==> src/rtl/button_conditioner.sv <==
// Conditions raw push-buttons for the timer control logic. Each channel gets
// a two-flop synchroniser and a four-state debounce FSM. The FSM produces a
// debounced level, single-cycle press/release pulses and a long-hold flag.
module button_conditioner #(
    parameter int NUM_BTN         = 4,
    parameter int DEBOUNCE_CYCLES = 1000000,
    parameter int HOLD_CYCLES     = 100000000
) (
    input  logic               clk,
    input  logic               reset_n,
    input  logic [NUM_BTN-1:0] btn,
    output logic [NUM_BTN-1:0] btn_level,
    output logic [NUM_BTN-1:0] btn_press,
    output logic [NUM_BTN-1:0] btn_release,
    output logic [NUM_BTN-1:0] btn_hold,
    output logic               any_press
);

    localparam int DB_W   = $clog2(DEBOUNCE_CYCLES) + 1;
    localparam int HOLD_W = $clog2(HOLD_CYCLES) + 1;

    // Count value at which the next stable sample completes the debounce window
    localparam logic [DB_W-1:0]   DB_LAST  = DB_W'(DEBOUNCE_CYCLES - 1);
    localparam logic [HOLD_W-1:0] HOLD_MAX = HOLD_W'(HOLD_CYCLES);

    typedef enum logic [1:0] {
        RELEASED,
        CHK_PRESS,
        PRESSED,
        CHK_RELEASE
    } state_t;

    logic [NUM_BTN-1:0] sync_a;
    logic [NUM_BTN-1:0] sync_b;

    // Two-flop synchroniser; the channel FSMs only ever look at sync_b
    always_ff @(posedge clk or negedge reset_n) begin
        if (!reset_n) begin
            sync_a <= '0;
            sync_b <= '0;
        end else begin
            sync_a <= btn;
            sync_b <= sync_a;
        end
    end

    for (genvar i = 0; i < NUM_BTN; i++) begin : g_ch
        state_t              state;
        logic [DB_W-1:0]     count;
        logic [HOLD_W-1:0]   hold_count;
        logic                level_q;
        logic                press_q;
        logic                release_q;
        logic                hold_q;
        logic                s;

        assign s = sync_b[i];

        // Debounce FSM with registered pulses; the hold count is frozen while a
        // release is being qualified so a bounce does not restart the long-hold timer
        always_ff @(posedge clk or negedge reset_n) begin
            if (!reset_n) begin
                state      <= RELEASED;
                count      <= '0;
                hold_count <= '0;
                level_q    <= 1'b0;
                press_q    <= 1'b0;
                release_q  <= 1'b0;
                hold_q     <= 1'b0;
            end else begin
                press_q   <= 1'b0;
                release_q <= 1'b0;
                // Level follows the state one cycle behind, so it rises the cycle after the press pulse
                level_q   <= (state == PRESSED) || (state == CHK_RELEASE);

                case (state)
                    RELEASED: begin
                        hold_q <= 1'b0;
                        if (s) begin
                            state <= CHK_PRESS;
                            count <= DB_W'(1);
                        end
                    end

                    CHK_PRESS: begin
                        if (!s) begin
                            state <= RELEASED;
                            count <= '0;
                        end else if (count == DB_LAST) begin
                            state   <= PRESSED;
                            press_q <= 1'b1;
                            count   <= '0;
                        end else begin
                            count <= count + DB_W'(1);
                        end
                    end

                    PRESSED: begin
                        if (!s) begin
                            state <= CHK_RELEASE;
                            count <= DB_W'(1);
                        end else if (hold_count != HOLD_MAX) begin
                            hold_count <= hold_count + HOLD_W'(1);
                            hold_q     <= ((hold_count + HOLD_W'(1)) == HOLD_MAX);
                        end
                    end

                    CHK_RELEASE: begin
                        if (s) begin
                            state <= PRESSED;
                            count <= '0;
                        end else if (count == DB_LAST) begin
                            state      <= RELEASED;
                            release_q  <= 1'b1;
                            count      <= '0;
                            hold_count <= '0;
                        end else begin
                            count <= count + DB_W'(1);
                        end
                    end

                    default: begin
                        state <= RELEASED;
                        count <= '0;
                    end
                endcase
            end
        end

        assign btn_level[i]   = level_q;
        assign btn_press[i]   = press_q;
        assign btn_release[i] = release_q;
        assign btn_hold[i]    = hold_q;
    end

    assign any_press = |btn_press;

endmodule

==> config.mk <==
export PLATFORM = sky130hd
export DESIGN_NAME = button_conditioner
export DESIGN_NICKNAME = d
export VERILOG_FILES = /design/src/rtl/button_conditioner.sv
export SDC_FILE = /design/constraint.sdc
export NUM_CORES = 1
export LEC_CHECK = 0
export BUFFER_PORTS_ARGS = -buffer_cell sky130_fd_sc_hd__buf_4
export CORE_MARGIN = 3
export CORE_UTILIZATION = 45
export DETAILED_ROUTE_END_ITERATION = 6
export GPL_TIMING_DRIVEN = 0
export RECOVER_POWER = 100
export SLEW_MARGIN = 10
export SYNTH_ARGS = -nofsm -noshare
export SYNTH_HDL_FRONTEND = slang
export SYNTH_SLANG_ARGS = --single-unit
==> constraint.sdc <==
create_clock -name clk -period 3.2 [get_ports clk]
set_clock_uncertainty 0.15 [all_clocks]
set_input_delay 0.64 -clock clk [delete_from_list [all_inputs] [get_ports clk]]
set_output_delay 0.64 -clock clk [all_outputs]
set_load 0.02 [all_outputs]
# --- Word-level counts from Yosys, hierarchy flattened ---
# Cells that the tools add are included.
word_totals:
  word_cells: 231
  output_inout_bits: 17
  regBits: 228
op_classes:
  reduce_logical: 33
  n_eq_ne: 56
  mux: 104
  n_addsub: 8
op_table:
  columns: ["operator", "count"]
  rows:
  - ["two-way mux 28 bit", 16]
  - ["two-way mux 21 bit", 20]
  - ["case mux 21 bit (4 select lines)", 4]
  - ["case mux 28 bit (2 select lines)", 4]
  - ["adder 28 x 1 -> 28 bit, second input constant", 4]
  - ["== test 28 x 27 -> 1 bit, second input constant", 4]
  - ["!= test 28 x 27 -> 1 bit, second input constant", 4]
  - ["adder 21 x 1 -> 21 bit, second input constant", 4]
  - ["== test 21 x 20 -> 1 bit, second input constant", 4]
  - ["two-way mux 2 bit", 24]
  - ["!= test 2 bit, second input constant", 16]
  - ["case mux 2 bit (4 select lines)", 4]
  - ["two-way mux 1 bit", 28]
  - ["AND reduction 5 bit", 4]
  - ["== test 2 bit, second input constant", 8]
  - ["!= test 2 x 1 -> 1 bit, second input constant", 8]
  - ["AND reduction 4 bit", 4]
  - ["nonzero test 2 bit", 8]
  - ["!= test 3 x 2 -> 1 bit, second input constant", 4]
  - ["!= test 3 bit, second input constant", 4]
  - ["AND reduction 3 bit", 4]
  - ["== test 2 x 1 -> 1 bit, second input constant", 4]
  - ["logical NOT 2 bit", 4]
  - ["case mux 1 bit (2 select lines)", 4]
  - ["3 further kinds", 9]

# --- Depth between registers and ports, before layout ---
# Gate-level depths: netlist (run 1).
logic_depth:
  depth_word: 5
  depth_mapped: 10
  mapped_depth_nobuf: 8

# --- Least setup slack after synthesis (run 1) ---
# Ideal clock, no wire load.
synth_path:
  path_type: "register -> register"
  startpoint: "register g_ch[0].count[15]"
  endpoint: "register g_ch[0].hold_count[11]"
  arrival_ps: 2267
  t_required_ps: 2915
  setup_ps: 135
  setup_slack_ps: 648
  path_stages_with_launch: 8
  period_less_slack_ps: 2552
  path_buffers: 1
  cell_sequence: "dfrtp_1 -> or4b_2 -> or4_4 -> o41ai_2 -> nand3b_1 -> buf_2 -> o21ai_0 -> o41ai_1"
synth_via:
  elab_chain_len: 3
synth_rtl:
  columns: ["element", "line", "rtl"]
  rows:
  - ["start: declaration", "49", "logic [DB_W-1:0] count;"]
  - ["start signal: assignment", "94", "count <= count + DB_W'(1);"]
  - ["start signal: assignment", "118", "count <= count + DB_W'(1);"]
  - ["== test 21 x 20 -> 1 bit", "112", "end else if (count == DB_LAST) begin"]
  - ["!= test 2 x 1 -> 1 bit (no line)", null, null]
  - ["AND reduction 5 bit (no line)", null, null]
  - ["end signal: assignment", "103", "hold_count <= hold_count + HOLD_W'(1);"]
  - ["end: declaration", "50", "logic [HOLD_W-1:0] hold_count;"]
# Every way passes these cells.
# A chain may end at the register's enable or synchronous reset.

# --- Worst setup path after layout (run 1) ---
layout_path:
  startpoint: "register g_ch[0].hold_count[4]"
  endpoint: "register g_ch[0].hold_q"
layout_via:
  elab_chain_len: 5
  word_cells_on_any_way: 8
  classes_between: "1 x add/sub; 3 x eq/ne; 3 x mux; 1 x reduce/logical"
layout_rtl:
  columns: ["element", "line", "rtl"]
  rows:
  - ["adder 28 x 1 -> 28 bit", "104", "hold_q <= ((hold_count + HOLD_W'(1)) == HOLD_MAX);"]
  - ["== test 28 x 27 -> 1 bit", "104", null]
  - ["two-way mux 1 bit", "102", "end else if (hold_count != HOLD_MAX) begin"]
  - ["two-way mux 1 bit", "99", "if (!s) begin"]
  - ["case mux 1 bit (2 select lines)", "76", "case (state)"]
  - ["end signal: assignment", "104", null]
  - ["end: declaration", "54", "logic hold_q;"]
# Several ways; a longest one is shown, not always the timed one. The select of a mux whose other input is x is not followed.

==> reports/summary.log, run 1 <==
INFO  outcome        outcome=finished, violations left
INFO  outcome        failing_checks=DRC, capacitance limit, slew limit
INFO  cts            htree_num_levels=1
INFO  setup_path     critical-path-slowest-cell=sky130_fd_sc_hd__or4_1
INFO  placement      place_ws=0.0107ns
INFO  grt            maximum_number_of_pins_on_one_net_before_global_route_repair=106
INFO  setup_path     crit_type=flip-flop to flip-flop
INFO  floorplanning  dieWidth=182um
INFO  grt            globalRouteTotalUtil=21.6%
INFO  worst_hold_path holdPathEnd=sync_a[2]
INFO  setup_path     timing.critical_path.slowest_cell_delay=0.59ns
INFO  power          power-per-cell-area=404nW/um^2
INFO  synthesis      postSynth.asyncResetShare=100%
INFO  worst_hold_path hold_path_startpoint=btn[2]
INFO  cts            cts-buffers-inserted=28
INFO  routing        avgRoutedWirePerCell=17.1um
INFO  setup_path     worst_r2r_endpoint=g_ch[0].hold_q
INFO  synthesis      synth-seq-area-share=40.9%
INFO  routing        drt_drc_violations_left=1
INFO  power          p_leak=5.91nW
INFO  synthesis      postSynthRegisterBits=228
INFO  worst_hold_path hold_crit_path_type=primary input to flip-flop
INFO  layout         layout.cell_area.non_filler=15600squm
INFO  sta            max_freq=339MHz
INFO  sta            report.final.slew_viol_count=28
INFO  synthesis      yosysUniqueCellTypes=71
INFO  grt            antenna_found_initial=0
INFO  synthesis      synthesis.nets=1704
INFO  sta            max_slew.worst_pin.slew=1.91ns
INFO  floorplanning  start_util=46.3%
INFO  cts            worst_skew_pair.late_latency=0.54ns
INFO  layout         insertedDiodeCount=0
INFO  routing        dr.first_iter.drc_count=1172
INFO  routing        routed-via-count=13200
INFO  setup_path     worst_r2r_startpoint=g_ch[0].hold_count[4]
INFO  setup_path     setup.reg_to_reg.worst_slack=0.25ns
INFO  setup_path     worst-r2r-cell-count=8
INFO  cts            clk_pin_slew=0.06ns
INFO  placement      post-dp-hpwl=24.8mm
INFO  sta            finalHoldViolations=0
INFO  cts            cts_sinks=228
INFO  grt            grt_first_pass_wirelength=61.5mm
INFO  placement      globalplace.congestion=0.938
INFO  sta            period_needed=2.95ns
INFO  cts            cts_tree=done
INFO  floorplanning  height_of_the_die=182um
INFO  placement      port_buffers=22
INFO  routing        drt_total_wl=36.7mm
INFO  grt            grt_overflow=0
INFO  power          peakVddDrop=0.454mV
INFO  routing        firstDrtPassIters=7
INFO  sta            finalSetupViolations=0
INFO  sta            max_slew_margin=-27.1%
INFO  layout         final_layout_size_suffix_gt1_share=7.71%
INFO  setup_path     worst_path_most_repeated_cell=sky130_fd_sc_hd__clkbuf_1
INFO  routing        antenna_left=0
INFO  cts            max_root_sink_buffers=3
INFO  grt            first_global_vias=12000
INFO  layout         layout.filler_cells=2901
INFO  sta            finalCritPeriodShare=92.1%
INFO  layout         layout.cells.most_common=sky130_fd_sc_hd__o21ai_0
INFO  setup_path     cp-end-kind=flip-flop
INFO  layout         synth_to_layout_area_growth=11.8%
INFO  worst_hold_path min_path_cells=1
INFO  synthesis      postSynth.topFlopCell=sky130_fd_sc_hd__dfrtp_1
INFO  layout         layout.core_utilization=51.8%
INFO  sta            setup_repair_after_global_routing_missed_its_margin=false
INFO  flow_run       maxCapViolCount=1
INFO  setup_path     critical_path_start_type=flip-flop
INFO  sta            finalHoldWorstSlack=0.0783ns
INFO  sta            fin_tns_setup=0ns
INFO  synthesis      synth_enable_flop_cells=0
INFO  synthesis      netlist_instances=1686
INFO  cts            cts-root-buf=sky130_fd_sc_hd__clkbuf_16
INFO  floorplanning  die_area=33100squm
INFO  setup_path     cp.required=3.47ns
INFO  setup_path     crit_chain=clkbuf_1, nand3_1, or4_1, clkbuf_1, nor4_2, xnor2_1, nand4_1, o31ai_1
INFO  layout         fin_nets=1759
INFO  sta            setup_slack=0.252ns
INFO  placement      placed_cell_area=14700squm
INFO  floorplanning  io_pins=23
INFO  synthesis      netlist_area=13900squm
INFO  synthesis      post_synthesis_mean_instance_area=8.27squm
INFO  floorplanning  num_rows=63
INFO  synthesis      synth_warnings=0
INFO  routing        detailed_route_vias_per_instance=6.12
INFO  layout         most-common-layout-cells=sky130_fd_sc_hd__o21ai_0, sky130_fd_sc_hd__dfrtp_1, sky130_fd_sc_hd__nand2_1
INFO  setup_path     worst-endpoint-arrival=3.22ns
INFO  cts            post-cts-setup-buffer-count=0
INFO  floorplanning  core_area=30100squm
INFO  setup_path     worstPathMaxFanout=9
registers in the layout, indices dropped and copies added, names as in the netlist, named ones only:
signal and flops:
g_ch.state 4, g_ch.level_q 4, g_ch.hold_count 112, g_ch.count 84, g_ch.press_q 4, g_ch.hold_q 4, sync_b 4, g_ch.release_q 4
sync_a 4
layout make-up:
type	count	area (sq um)	share of cell area [%]
multi-input combinational	1292	7550	48.5
sequential	228	5710	36.6
clock buffer	33	771	4.95
buffer	133	604	3.88
tap	390	488	3.13
timing repair buffer	25	170	1.09
clock inverter	19	168	1.08
inverter	33	124	0.795
critical path: cells and delay by family (launching register included):
family	cells	cell delay [ns]
buffers and inverters	2	0.53
XOR/XNOR	1	0.19
flip-flops	1	0.32
AO/OA/AOI/OAI	1	0.28
AND/OR/NAND/NOR	4	1.37
routing by layer:
metal	track usage, %	share of wire (%)	vias to the layer above
met1	33.6	50	6353
met5	0	0	-
met3	2.50	5.4	57
li1	-	-	6379
met2	31.8	43	397
met4	5.76	2.1	0
stage by stage:
stage	cells	power [mW]
2_1_floorplan	1686	3.08
3_3_place_gp	2098	3.18
3_5_place_dp	2100	3.19
4_1_cts	2153	6.41
5_1_grt	2153	6.55
6_report	2153	6.29
power by group:
part	leakage, nW	switching, mW	internal, mW	total (mW)
Clock	0.453	1.28	1.89	3.16
Sequential	3.15	0.0241	2.91	2.93
Combinational	2.31	0.143	0.0570	0.200
timing repair:
item / in CTS / in global routing
setup endpoints to repair: 1 / 54
hold buffers: 1 / 0
endpoints found under the hold margin: 27 / 0
gates resized for setup: 1 / 18
how the worst max path moves through the flow:
stage	startpoint	end	slack, ns	cells after the start
3_5_place_dp	g_ch[2].hold_count[0]	g_ch[2].hold_q	0.01	7
6_report	g_ch[0].hold_count[4]	g_ch[0].hold_q	0.25	8
4_1_cts	flip-flop	g_ch[1].hold_count[5]	0.02	8
3_3_place_gp	reset_n	g_ch[0].hold_count[25]	-0.53	1
5_1_grt	flip-flop	g_ch[0].hold_count[27]	0.03	7
2_1_floorplan	g_ch[0].count[15]	g_ch[0].hold_count[11]	0.65	7
kinds of logic (layout without fill, tap and decap cells):
group	count (synthesis)	in the layout	share of synthesized area, %
AO/OA/AOI/OAI	501	501	21.8
XOR/XNOR	35	35	2.20
adder cells (fa/ha/maj)	12	12	1.08
buffers and inverters	166	243	5.21
flip-flops	228	228	40.9
multiplexers	10	10	0.754
AND/OR/NAND/NOR	734	734	28.0
cells in the mapped netlist, types with 6 or more instances:
cell	number	area (sq um)
sky130_fd_sc_hd__nand3_1	81	405
sky130_fd_sc_hd__o31ai_1	83	623
sky130_fd_sc_hd__a31oi_1	40	250
sky130_fd_sc_hd__buf_4	16	120
sky130_fd_sc_hd__xnor2_1	21	184
sky130_fd_sc_hd__o41ai_1	23	201
sky130_fd_sc_hd__ha_1	12	150
sky130_fd_sc_hd__nor2_1	138	518
sky130_fd_sc_hd__nand2_1	161	604
sky130_fd_sc_hd__nor4b_1	11	96.3
sky130_fd_sc_hd__or3_1	14	87.6
sky130_fd_sc_hd__nand4_1	64	400
sky130_fd_sc_hd__nor2b_1	30	188
sky130_fd_sc_hd__and4_1	14	123
sky130_fd_sc_hd__nor3_1	43	215
sky130_fd_sc_hd__inv_1	33	124
sky130_fd_sc_hd__nand2b_1	14	87.6
sky130_fd_sc_hd__nor4_1	32	200
sky130_fd_sc_hd__clkbuf_1	86	323
sky130_fd_sc_hd__xor2_1	14	123
sky130_fd_sc_hd__nor3b_1	12	90.1
sky130_fd_sc_hd__mux2i_1	6	60.1
sky130_fd_sc_hd__or4_1	22	165
sky130_fd_sc_hd__a21oi_1	45	225
sky130_fd_sc_hd__and3_1	38	238
sky130_fd_sc_hd__dfrtp_1	228	5710
sky130_fd_sc_hd__o21ai_0	255	1280
sky130_fd_sc_hd__and2_1	27	169
sky130_fd_sc_hd__buf_2	27	135
No activity file was read; power rests on OpenSTA's default activity.
==> inputs of run 2 (changes only) <==
--- a/config.mk
+++ b/config.mk
@@ -5,11 +5,12 @@
 export SDC_FILE = /design/constraint.sdc
 export NUM_CORES = 1
 export LEC_CHECK = 0
-export BUFFER_PORTS_ARGS = -buffer_cell sky130_fd_sc_hd__buf_4
+export BUFFER_PORTS_ARGS = -buffer_cell sky130_fd_sc_hd__buf_2
 export CORE_MARGIN = 3
-export CORE_UTILIZATION = 45
+export CORE_UTILIZATION = 60
 export DETAILED_ROUTE_END_ITERATION = 6
 export GPL_TIMING_DRIVEN = 0
+export PLACE_DENSITY = 0.77
 export RECOVER_POWER = 100
 export SLEW_MARGIN = 10
 export SYNTH_ARGS = -nofsm -noshare
==> reports/summary.log, run 2 (synthesis gave the netlist of run 1 again) <==
INFO  setup_path     critical_path_start_type=flip-flop
INFO  worst_hold_path hold_crit_path_type=primary input to flip-flop
INFO  placement      dpl.cell_count=1995 [-5.0%]
INFO  cts            cts_tree=done
INFO  sta            finalHoldViolations=0 [unchanged]
INFO  power          power-per-cell-area=429nW/um^2 [+6.3%]
INFO  placement      port_buffers=22 [unchanged]
INFO  grt            globalRouteTotalUtil=28.2% [+6.6 points]
INFO  grt            grt_first_pass_wirelength=59.7mm [-3.0%]
INFO  cts            post-cts-setup-buffer-count=0 [unchanged]
INFO  setup_path     cp-end-kind=flip-flop
INFO  layout         layout.cell_area.non_filler=15500squm [-0.60%]
INFO  sta            finalCritPeriodShare=95.0% [+2.9 points]
INFO  sta            finalSetupViolations=0 [unchanged]
INFO  routing        avgRoutedWirePerCell=17.4um [+1.9%]
INFO  placement      globalplace.congestion=0.936 [-0.18%]
INFO  cts            clk_pin_slew=0.06ns [about the same]
INFO  power          total_power=6.65mW [+5.6%]
INFO  layout         register_ranked_first_by_flip_flop_count=g_ch.hold_count
INFO  setup_path     setup.reg_to_reg.worst_slack=0.16ns [-0.09 ns]
INFO  power          power.share.combinational=2.9% [-0.3 points]
INFO  floorplanning  start_util=61.4% [+15 points]
INFO  setup_path     crit_type=flip-flop to flip-flop
INFO  placement      placed_cell_area=14500squm [-1.3%]
INFO  cts            max_root_sink_buffers=3 [unchanged]
INFO  floorplanning  dieWidth=158um [-13%]
INFO  floorplanning  core_area=22700squm [-25%]
INFO  cts            cts-root-buf=sky130_fd_sc_hd__clkbuf_16
INFO  layout         layout.cells.non_filler=2044 [-5.1%]
INFO  setup_path     worst-endpoint-arrival=3.27ns [+0.05 ns]
INFO  sta            period_needed=3.04ns [+0.0930 ns]
INFO  routing        firstDrtPassIters=6 [-1]
INFO  sta            max_freq=329MHz [-3.1%]
INFO  routing        drt_drc_violations_left=0 [-1]
INFO  layout         layout.filler_cells=1874 [-35%]
INFO  cts            cts-buffers-inserted=27 [-3.6%]
INFO  power          clock_power_share=53.0% [+2.7 points]
INFO  floorplanning  height_of_the_die=158um [-13%]
INFO  layout         largest_register_ffs=112 [unchanged]
INFO  power          seq_power_share=44.1% [-2.5 points]
INFO  layout         biggestRegsByFlops=g_ch.hold_count (112), g_ch.count (84)
INFO  sta            max_slew.worst_pin.slew=1.22ns [-0.690 ns]
INFO  sta            setup_repair_after_global_routing_missed_its_margin=false
INFO  power          cellInternalPower=5.29mW [+9.0%]
INFO  floorplanning  num_rows=55 [-13%]
INFO  sta            max_slew_margin=18.9% [+46 points]
INFO  routing        drt_total_wl=35.5mm [-3.3%]
INFO  worst_hold_path min_path_cells=1 [unchanged]
INFO  layout         final_layout_size_suffix_gt1_share=7.11% [-0.61 points]
INFO  grt            grt_overflow=0 [unchanged]
INFO  cts            worst_skew_pair.late_latency=0.52ns [-0.02 ns]
INFO  placement      post-dp-hpwl=23.9mm [-3.5%]
INFO  grt            first_global_vias=12300 [+3.0%]
INFO  setup_path     worstPathMaxFanout=10 [+1]
INFO  setup_path     cp.required=3.43ns [-0.04 ns]
INFO  power          peakVddDrop=0.438mV [-3.6%]
INFO  routing        detailed_route_vias_per_instance=6.52 [+6.4%]
INFO  floorplanning  io_pins=23 [unchanged]
INFO  power          netSwitchingFraction=20.5% [-2.4 points]
INFO  routing        antenna_left=0 [unchanged]
INFO  flow_run       maxCapViolCount=0 [-1]
INFO  routing        routed-via-count=13300 [+1.0%]
INFO  cts            cts_sinks=228 [unchanged]
INFO  outcome        outcome=completed
INFO  setup_path     worst-r2r-cell-count=7 [-1]
INFO  routing        dr.first_iter.drc_count=1328 [+13%]
INFO  sta            report.final.slew_viol_count=0 [-100%]
INFO  power          p_switching=1.36mW [-5.6%]
INFO  layout         fin_nets=1757 [-0.11%]
INFO  layout         most-common-layout-cells=sky130_fd_sc_hd__o21ai_0, sky130_fd_sc_hd__dfrtp_1, sky130_fd_sc_hd__nand2_1
INFO  floorplanning  die_area=25100squm [-24%]
INFO  layout         synth_to_layout_area_growth=11.1%
INFO  grt            maximum_number_of_pins_on_one_net_before_global_route_repair=105 [-0.94%]
INFO  layout         insertedDiodeCount=0 [unchanged]
INFO  layout         layout.cells.most_common=sky130_fd_sc_hd__o21ai_0
INFO  power          p_leak=5.92nW [+0.13%]
INFO  cts            htree_num_levels=1 [unchanged]
INFO  grt            antenna_found_initial=1 [+1]
## run 2: changes by cell type in the layout (fill, tap and decap cells not counted), moves of 2 or more
| cell | change |
|---|---|
| sky130_fd_sc_hd__bufinv_16 | +6 |
| sky130_fd_sc_hd__buf_2 | +6 |
| sky130_fd_sc_hd__clkbuf_2 | -2 |
| sky130_fd_sc_hd__clkbuf_4 | -5 |
| sky130_fd_sc_hd__clkinv_2 | -7 |
| sky130_fd_sc_hd__clkbuf_16 | -2 |
| sky130_fd_sc_hd__clkbuf_1 | +5 |
| sky130_fd_sc_hd__clkbuf_8 | +3 |
| sky130_fd_sc_hd__clkinvlp_4 | -5 |
## run 2: repair_timing
action / CTS / global route
pin swaps: 0 / 0
hold buffers: 1 / 0
endpoints found under the hold margin: 46 / 0
setup endpoints to repair: 5 / 44
gates resized for setup: 5 / 4
## run 2: layout make-up
| type | instances | area [sq um] | share of cell area [%] |
|---|---|---|---|
| buffer | 132 | 598 | 3.86 |
| sequential | 228 | 5710 | 36.8 |
| timing repair buffer | 25 | 139 | 0.897 |
| tap | 285 | 357 | 2.30 |
| clock buffer | 38 | 777 | 5.02 |
| clock inverter | 11 | 258 | 1.66 |
| inverter | 33 | 124 | 0.800 |
| multi-input combinational | 1292 | 7530 | 48.6 |
## run 2: final timing paths
kind / start / endpoint
worst max-delay path: flip-flop / g_ch[1].hold_count[20]
min in group asynchronous: reset_n / g_ch[3].hold_count[10]
worst min register to register: sync_a[3] / sync_b[3]
worst max register to register: flip-flop / g_ch[1].hold_count[20]
worst min-delay path: btn[2] / sync_a[2]
max in group asynchronous: reset_n / g_ch[1].hold_count[13]
## run 2: worst max-delay path: stages, from the launching register on
cell and delay [ns]:
sky130_fd_sc_hd__dfrtp_1 0.59, sky130_fd_sc_hd__nor4bb_1 0.47, sky130_fd_sc_hd__nand3_1 0.27, sky130_fd_sc_hd__o311ai_4 0.59, sky130_fd_sc_hd__clkbuf_1 0.46, sky130_fd_sc_hd__nor2_1 0.09, sky130_fd_sc_hd__o21ai_0 0.16, sky130_fd_sc_hd__o41ai_1 0.10
## run 2: layer usage
metal	part of all wire, %	vias up	track usage (%)
met5	0.037	-	0
met4	2.4	2	9.50
met3	7.0	64	3.42
met2	46	511	44.4
met1	45	6364	40.9
li1	-	6381	-
## run 2: power by group through the flow
stage	sequential, mW	combinational [mW]	clock [mW]
floorplan	2.98	0.0995	0
global placement	2.98	0.188	0
detailed placement	2.98	0.202	0
CTS	2.93	0.204	3.59
global route	2.93	0.223	3.70
finish	2.93	0.194	3.52
## run 2: stage by stage
step	TNS [ns]	hold WS (ns)	util, %	setup WS, ns
after CTS	0	0.0459	68.4	0.0511
after floorplan	0	0.181	-	0.648
after detailed placement	-0.0967	0.188	63.7	-0.0688
after global placement	-593.31	0.183	63.4	-2.62
after global routing	0	0.0534	68.2	0.0145
final	0	0.0715	68.2	0.159
==> inputs of run 3 (changes only) <==
--- a/config.mk
+++ b/config.mk
@@ -5,12 +5,13 @@
 export SDC_FILE = /design/constraint.sdc
 export NUM_CORES = 1
 export LEC_CHECK = 0
+export ABC_AREA = 1
 export BUFFER_PORTS_ARGS = -buffer_cell sky130_fd_sc_hd__buf_2
 export CORE_MARGIN = 3
 export CORE_UTILIZATION = 60
 export DETAILED_ROUTE_END_ITERATION = 6
 export GPL_TIMING_DRIVEN = 0
-export PLACE_DENSITY = 0.77
+export PLACE_DENSITY = 0.76
 export RECOVER_POWER = 100
 export SLEW_MARGIN = 10
 export SYNTH_ARGS = -nofsm -noshare
==> reports/summary.log, run 3 <==
INFO  outcome        outcome=completed
INFO  routing        firstDrtPassIters=6 [unchanged]
INFO  synthesis      postSynthRegisterBits=228 [unchanged]
INFO  layout         largest_register_ffs=112 [unchanged]
INFO  placement      port_buffers=22 [unchanged]
INFO  routing        detailed_route_vias_per_instance=5.42 [-17%]
INFO  setup_path     worst-r2r-cell-count=11 [+4]
INFO  layout         biggestRegsByFlops=g_ch.hold_count (112), g_ch.count (84)
INFO  setup_path     cp-end-kind=flip-flop
INFO  synthesis      post-synth-top-area-fraction=38.1% [-2.9 points]
INFO  setup_path     worst_r2r_startpoint=g_ch[3].count[0]
INFO  layout         register_ranked_first_by_flip_flop_count=g_ch.hold_count
INFO  synthesis      postSynth.asyncResetShare=100% [unchanged]
INFO  sta            finalSetupViolations=0 [unchanged]
INFO  power          power-per-cell-area=393nW/um^2 [-8.3%]
INFO  routing        antenna_left=0 [unchanged]
INFO  layout         insertedDiodeCount=0 [unchanged]
INFO  synthesis      postSynth.topFlopCell=sky130_fd_sc_hd__dfrtp_1
INFO  setup_path     crit_type=flip-flop to flip-flop
INFO  cts            post-cts-setup-buffer-count=0 [unchanged]
INFO  synthesis      synth_compound_gate_area_share=9.33% [-12 points]
INFO  layout         layout.core_utilization=66.6% [-1.6 points]
INFO  layout         most-common-layout-cells=sky130_fd_sc_hd__nand2_1, sky130_fd_sc_hd__nor2_1, sky130_fd_sc_hd__inv_1
INFO  synthesis      netlist_instances=2197 [+30%]
INFO  synthesis      synthTopCellsByCount=sky130_fd_sc_hd__nand2_1, sky130_fd_sc_hd__nor2_1, sky130_fd_sc_hd__inv_1, sky130_fd_sc_hd__dfrtp_1, sky130_fd_sc_hd__nand3_1
INFO  synthesis      post_synthesis_mean_instance_area=6.82squm [-17%]
INFO  synthesis      synthesis.nets=2215 [+30%]
INFO  synthesis      yosysUniqueCellTypes=48 [-32%]
INFO  sta            finalHoldViolations=0 [unchanged]
INFO  placement      globalplace.congestion=0.959 [+2.5%]
INFO  flow_run       maxCapViolCount=0 [unchanged]
INFO  synthesis      synth_largest_area_cell=sky130_fd_sc_hd__dfrtp_1
INFO  cts            cts_tree=done
INFO  layout         final_layout_size_suffix_gt1_share=7.66% [+0.56 points]
INFO  synthesis      synth.most_common_cell=sky130_fd_sc_hd__nand2_1
INFO  placement      placed_cell_area=15600squm [+7.6%]
INFO  cts            cts-root-buf=sky130_fd_sc_hd__clkbuf_16
INFO  synthesis      synth_xor_xnor_area_share=2.28% [+0.080 points]
INFO  sta            max_freq=378MHz [+15%]
INFO  power          peakVddDrop=0.390mV [-11%]
INFO  floorplanning  io_pins=23 [unchanged]
INFO  worst_hold_path hold_crit_path_type=primary input to flip-flop
INFO  routing        avgRoutedWirePerCell=13.8um [-21%]
INFO  layout         fin_nets=2269 [+29%]
INFO  setup_path     worst-endpoint-arrival=2.90ns [-0.37 ns]
INFO  setup_path     crit_path_end=g_ch[3].count[10]
INFO  synthesis      synthSimpleGateAreaFrac=40.1% [+12 points]
INFO  synthesis      synth.area.mux_share=0% [-0.75 points]
INFO  grt            maximum_number_of_pins_on_one_net_before_global_route_repair=105 [unchanged]
INFO  synthesis      yosys.area_share.adder=1.00% [-0.075 points]
INFO  setup_path     critical_path_start_type=flip-flop
INFO  routing        dr.first_iter.drc_count=1080 [-19%]
INFO  power          p_leak=7.30nW [+23%]
INFO  grt            first_global_vias=13200 [+7.1%]
INFO  synthesis      synth_warnings=0 [unchanged]
INFO  synthesis      synth-seq-area-share=38.1% [-2.9 points]
INFO  synthesis      yosys-top-cells-area=sky130_fd_sc_hd__dfrtp_1, sky130_fd_sc_hd__nand2_1, sky130_fd_sc_hd__nor2_1, sky130_fd_sc_hd__inv_1, sky130_fd_sc_hd__nand3_1
INFO  cts            clk_pin_slew=0.06ns [about the same]
INFO  layout         layout.cell_area.non_filler=16300squm [+5.1%]
INFO  synthesis      synth_enable_flop_cells=0 [unchanged]
INFO  sta            finalCritPeriodShare=82.7% [-12 points]
INFO  grt            globalRouteTotalUtil=27.1% [-1.1 points]
INFO  worst_hold_path min_path_cells=1 [unchanged]
INFO  setup_path     cp.required=3.45ns [+0.02 ns]
INFO  layout         synth_to_layout_area_growth=8.68%
INFO  layout         layout.cells.most_common=sky130_fd_sc_hd__nand2_1
INFO  grt            grt_overflow=0 [unchanged]
INFO  grt            antenna_found_initial=1 [unchanged]
INFO  floorplanning  die_area=26900squm [+7.2%]
INFO  synthesis      largest_family_of_logic_cells_by_synthesized_area=simple AND/OR/NAND/NOR gates
INFO  cts            worst_skew_pair.late_latency=0.53ns [about the same]
INFO  floorplanning  core_area=24500squm [+7.7%]
INFO  synthesis      netlist_area=15000squm [+7.5%]
INFO  placement      post-dp-hpwl=26.1mm [+9.1%]
INFO  routing        drt_drc_violations_left=0 [unchanged]
INFO  sta            max_slew.worst_pin.slew=1.44ns [+0.221 ns]
INFO  sta            period_needed=2.65ns [-0.395 ns]
INFO  floorplanning  height_of_the_die=164um [+3.6%]
INFO  floorplanning  num_rows=57 [+3.6%]
INFO  floorplanning  start_util=61.3% [-0.11 points]
INFO  floorplanning  dieWidth=164um [+3.6%]
INFO  routing        drt_total_wl=35.8mm [+0.70%]
INFO  setup_path     worstPathMaxFanout=10 [unchanged]
INFO  setup_path     critical_path.startpoint=g_ch[3].count[0]
INFO  sta            max_slew_margin=4.15% [-15 points]
INFO  grt            grt_first_pass_wirelength=61.7mm [+3.5%]
INFO  cts            cts-buffers-inserted=27 [unchanged]
INFO  cts            htree_num_levels=1 [unchanged]
INFO  sta            setup_repair_after_global_routing_missed_its_margin=false
INFO  setup_path     worst_r2r_endpoint=g_ch[3].count[10]
INFO  sta            fin_tns_setup=0ns [unchanged]
INFO  routing        routed-via-count=14100 [+5.7%]
INFO  cts            cts_sinks=228 [unchanged]
INFO  setup_path     setup.reg_to_reg.worst_slack=0.55ns [+0.39 ns]
INFO  sta            report.final.slew_viol_count=0 [unchanged]
INFO  cts            max_root_sink_buffers=3 [unchanged]
==> run 3: cell types whose count changed in the layout (fill, tap and decap cells not counted), sizes merged, moves of 71 or more <==
| cell | change |
|---|---|
| clkbuf | -73 |
| inv | +233 |
| nand2 | +595 |
| nand3 | +93 |
| nor2 | +175 |
| o21ai | -105 |
| o31ai | -71 |
==> run 3: per-layer routing <==
layer  routed length (um)  track usage [%]  up-vias
met5                   13                0        -
met4                  791             7.07        2
met3                 1830             3.58       70
met2                16400             43.8      355
met1                16700             38.8     6501
li1                     -                -     7148
==> run 3: worst min-delay path by stage <==
stage                          from   endpoint  slack (ns)
after floorplan           sync_a[0]  sync_b[0]        0.18
after global placement    sync_a[2]  sync_b[2]        0.19
after detailed placement  sync_a[2]  sync_b[2]        0.19
after CTS                    btn[3]  sync_a[3]        0.04
after global routing         btn[3]  sync_a[3]        0.04
final                        btn[3]  sync_a[3]        0.06
==> run 3: cell families after synthesis <==
kind of cell | after synthesis
fa+ha+maj | 12
xor+xnor | 39
compound gates | 231
flops | 228
buf+inv | 322
simple gates | 1365
==> run 3: worst max-delay path, cell delays in order, from the launching register on <==
cell and delay (ns):
sky130_fd_sc_hd__dfrtp_1 0.44, sky130_fd_sc_hd__ha_1 0.19, sky130_fd_sc_hd__nand2_1 0.10, sky130_fd_sc_hd__nor2_1 0.26, sky130_fd_sc_hd__nand3_1 0.24, sky130_fd_sc_hd__inv_1 0.14
sky130_fd_sc_hd__nand3_1 0.15, sky130_fd_sc_hd__nand2_1 0.32, sky130_fd_sc_hd__inv_2 0.12, sky130_fd_sc_hd__buf_4 0.20, sky130_fd_sc_hd__o211ai_1 0.10, sky130_fd_sc_hd__o21ai_0 0.11
==> run 3: cell type report <==
type | count | area, sq um
fill | 2223 | 8170
multi-input combinational | 1647 | 7730
sequential | 228 | 5710
inverter | 268 | 1010
clock buffer | 34 | 742
tap | 324 | 405
buffer | 54 | 327
clock inverter | 15 | 214
timing repair buffer | 25 | 155
==> run 3: timing repair <==
| action | in CTS | in global routing |
|---|---|---|
| endpoints found under the setup margin | 0 | 0 |
| gates resized for setup | 0 | 0 |
| hold buffers | 1 | 0 |
| endpoints found under the hold margin | 52 | 0 |
==> run 3: through the flow <==
stage | setup slack (ns) | total power [mW] | std cells | hold slack [ns]
floorplan | 1.33 | 3.06 | 2197 | 0.181
global placement | -2.73 | 3.15 | 2543 | 0.187
detailed placement | 0.972 | 3.17 | 2545 | 0.186
CTS | 0.728 | 6.47 | 2595 | 0.0375
global route | 0.364 | 6.62 | 2595 | 0.0425
finish | 0.554 | 6.41 | 2595 | 0.0620
==> run 3: where the power goes <==
group | total, mW | switching (mW) | internal [mW]
clock | 3.30 | 1.26 | 2.04
sequential | 2.94 | 0.0278 | 2.91
combinational | 0.174 | 0.129 | 0.0448
total | 6.41 | 1.41 | 4.99
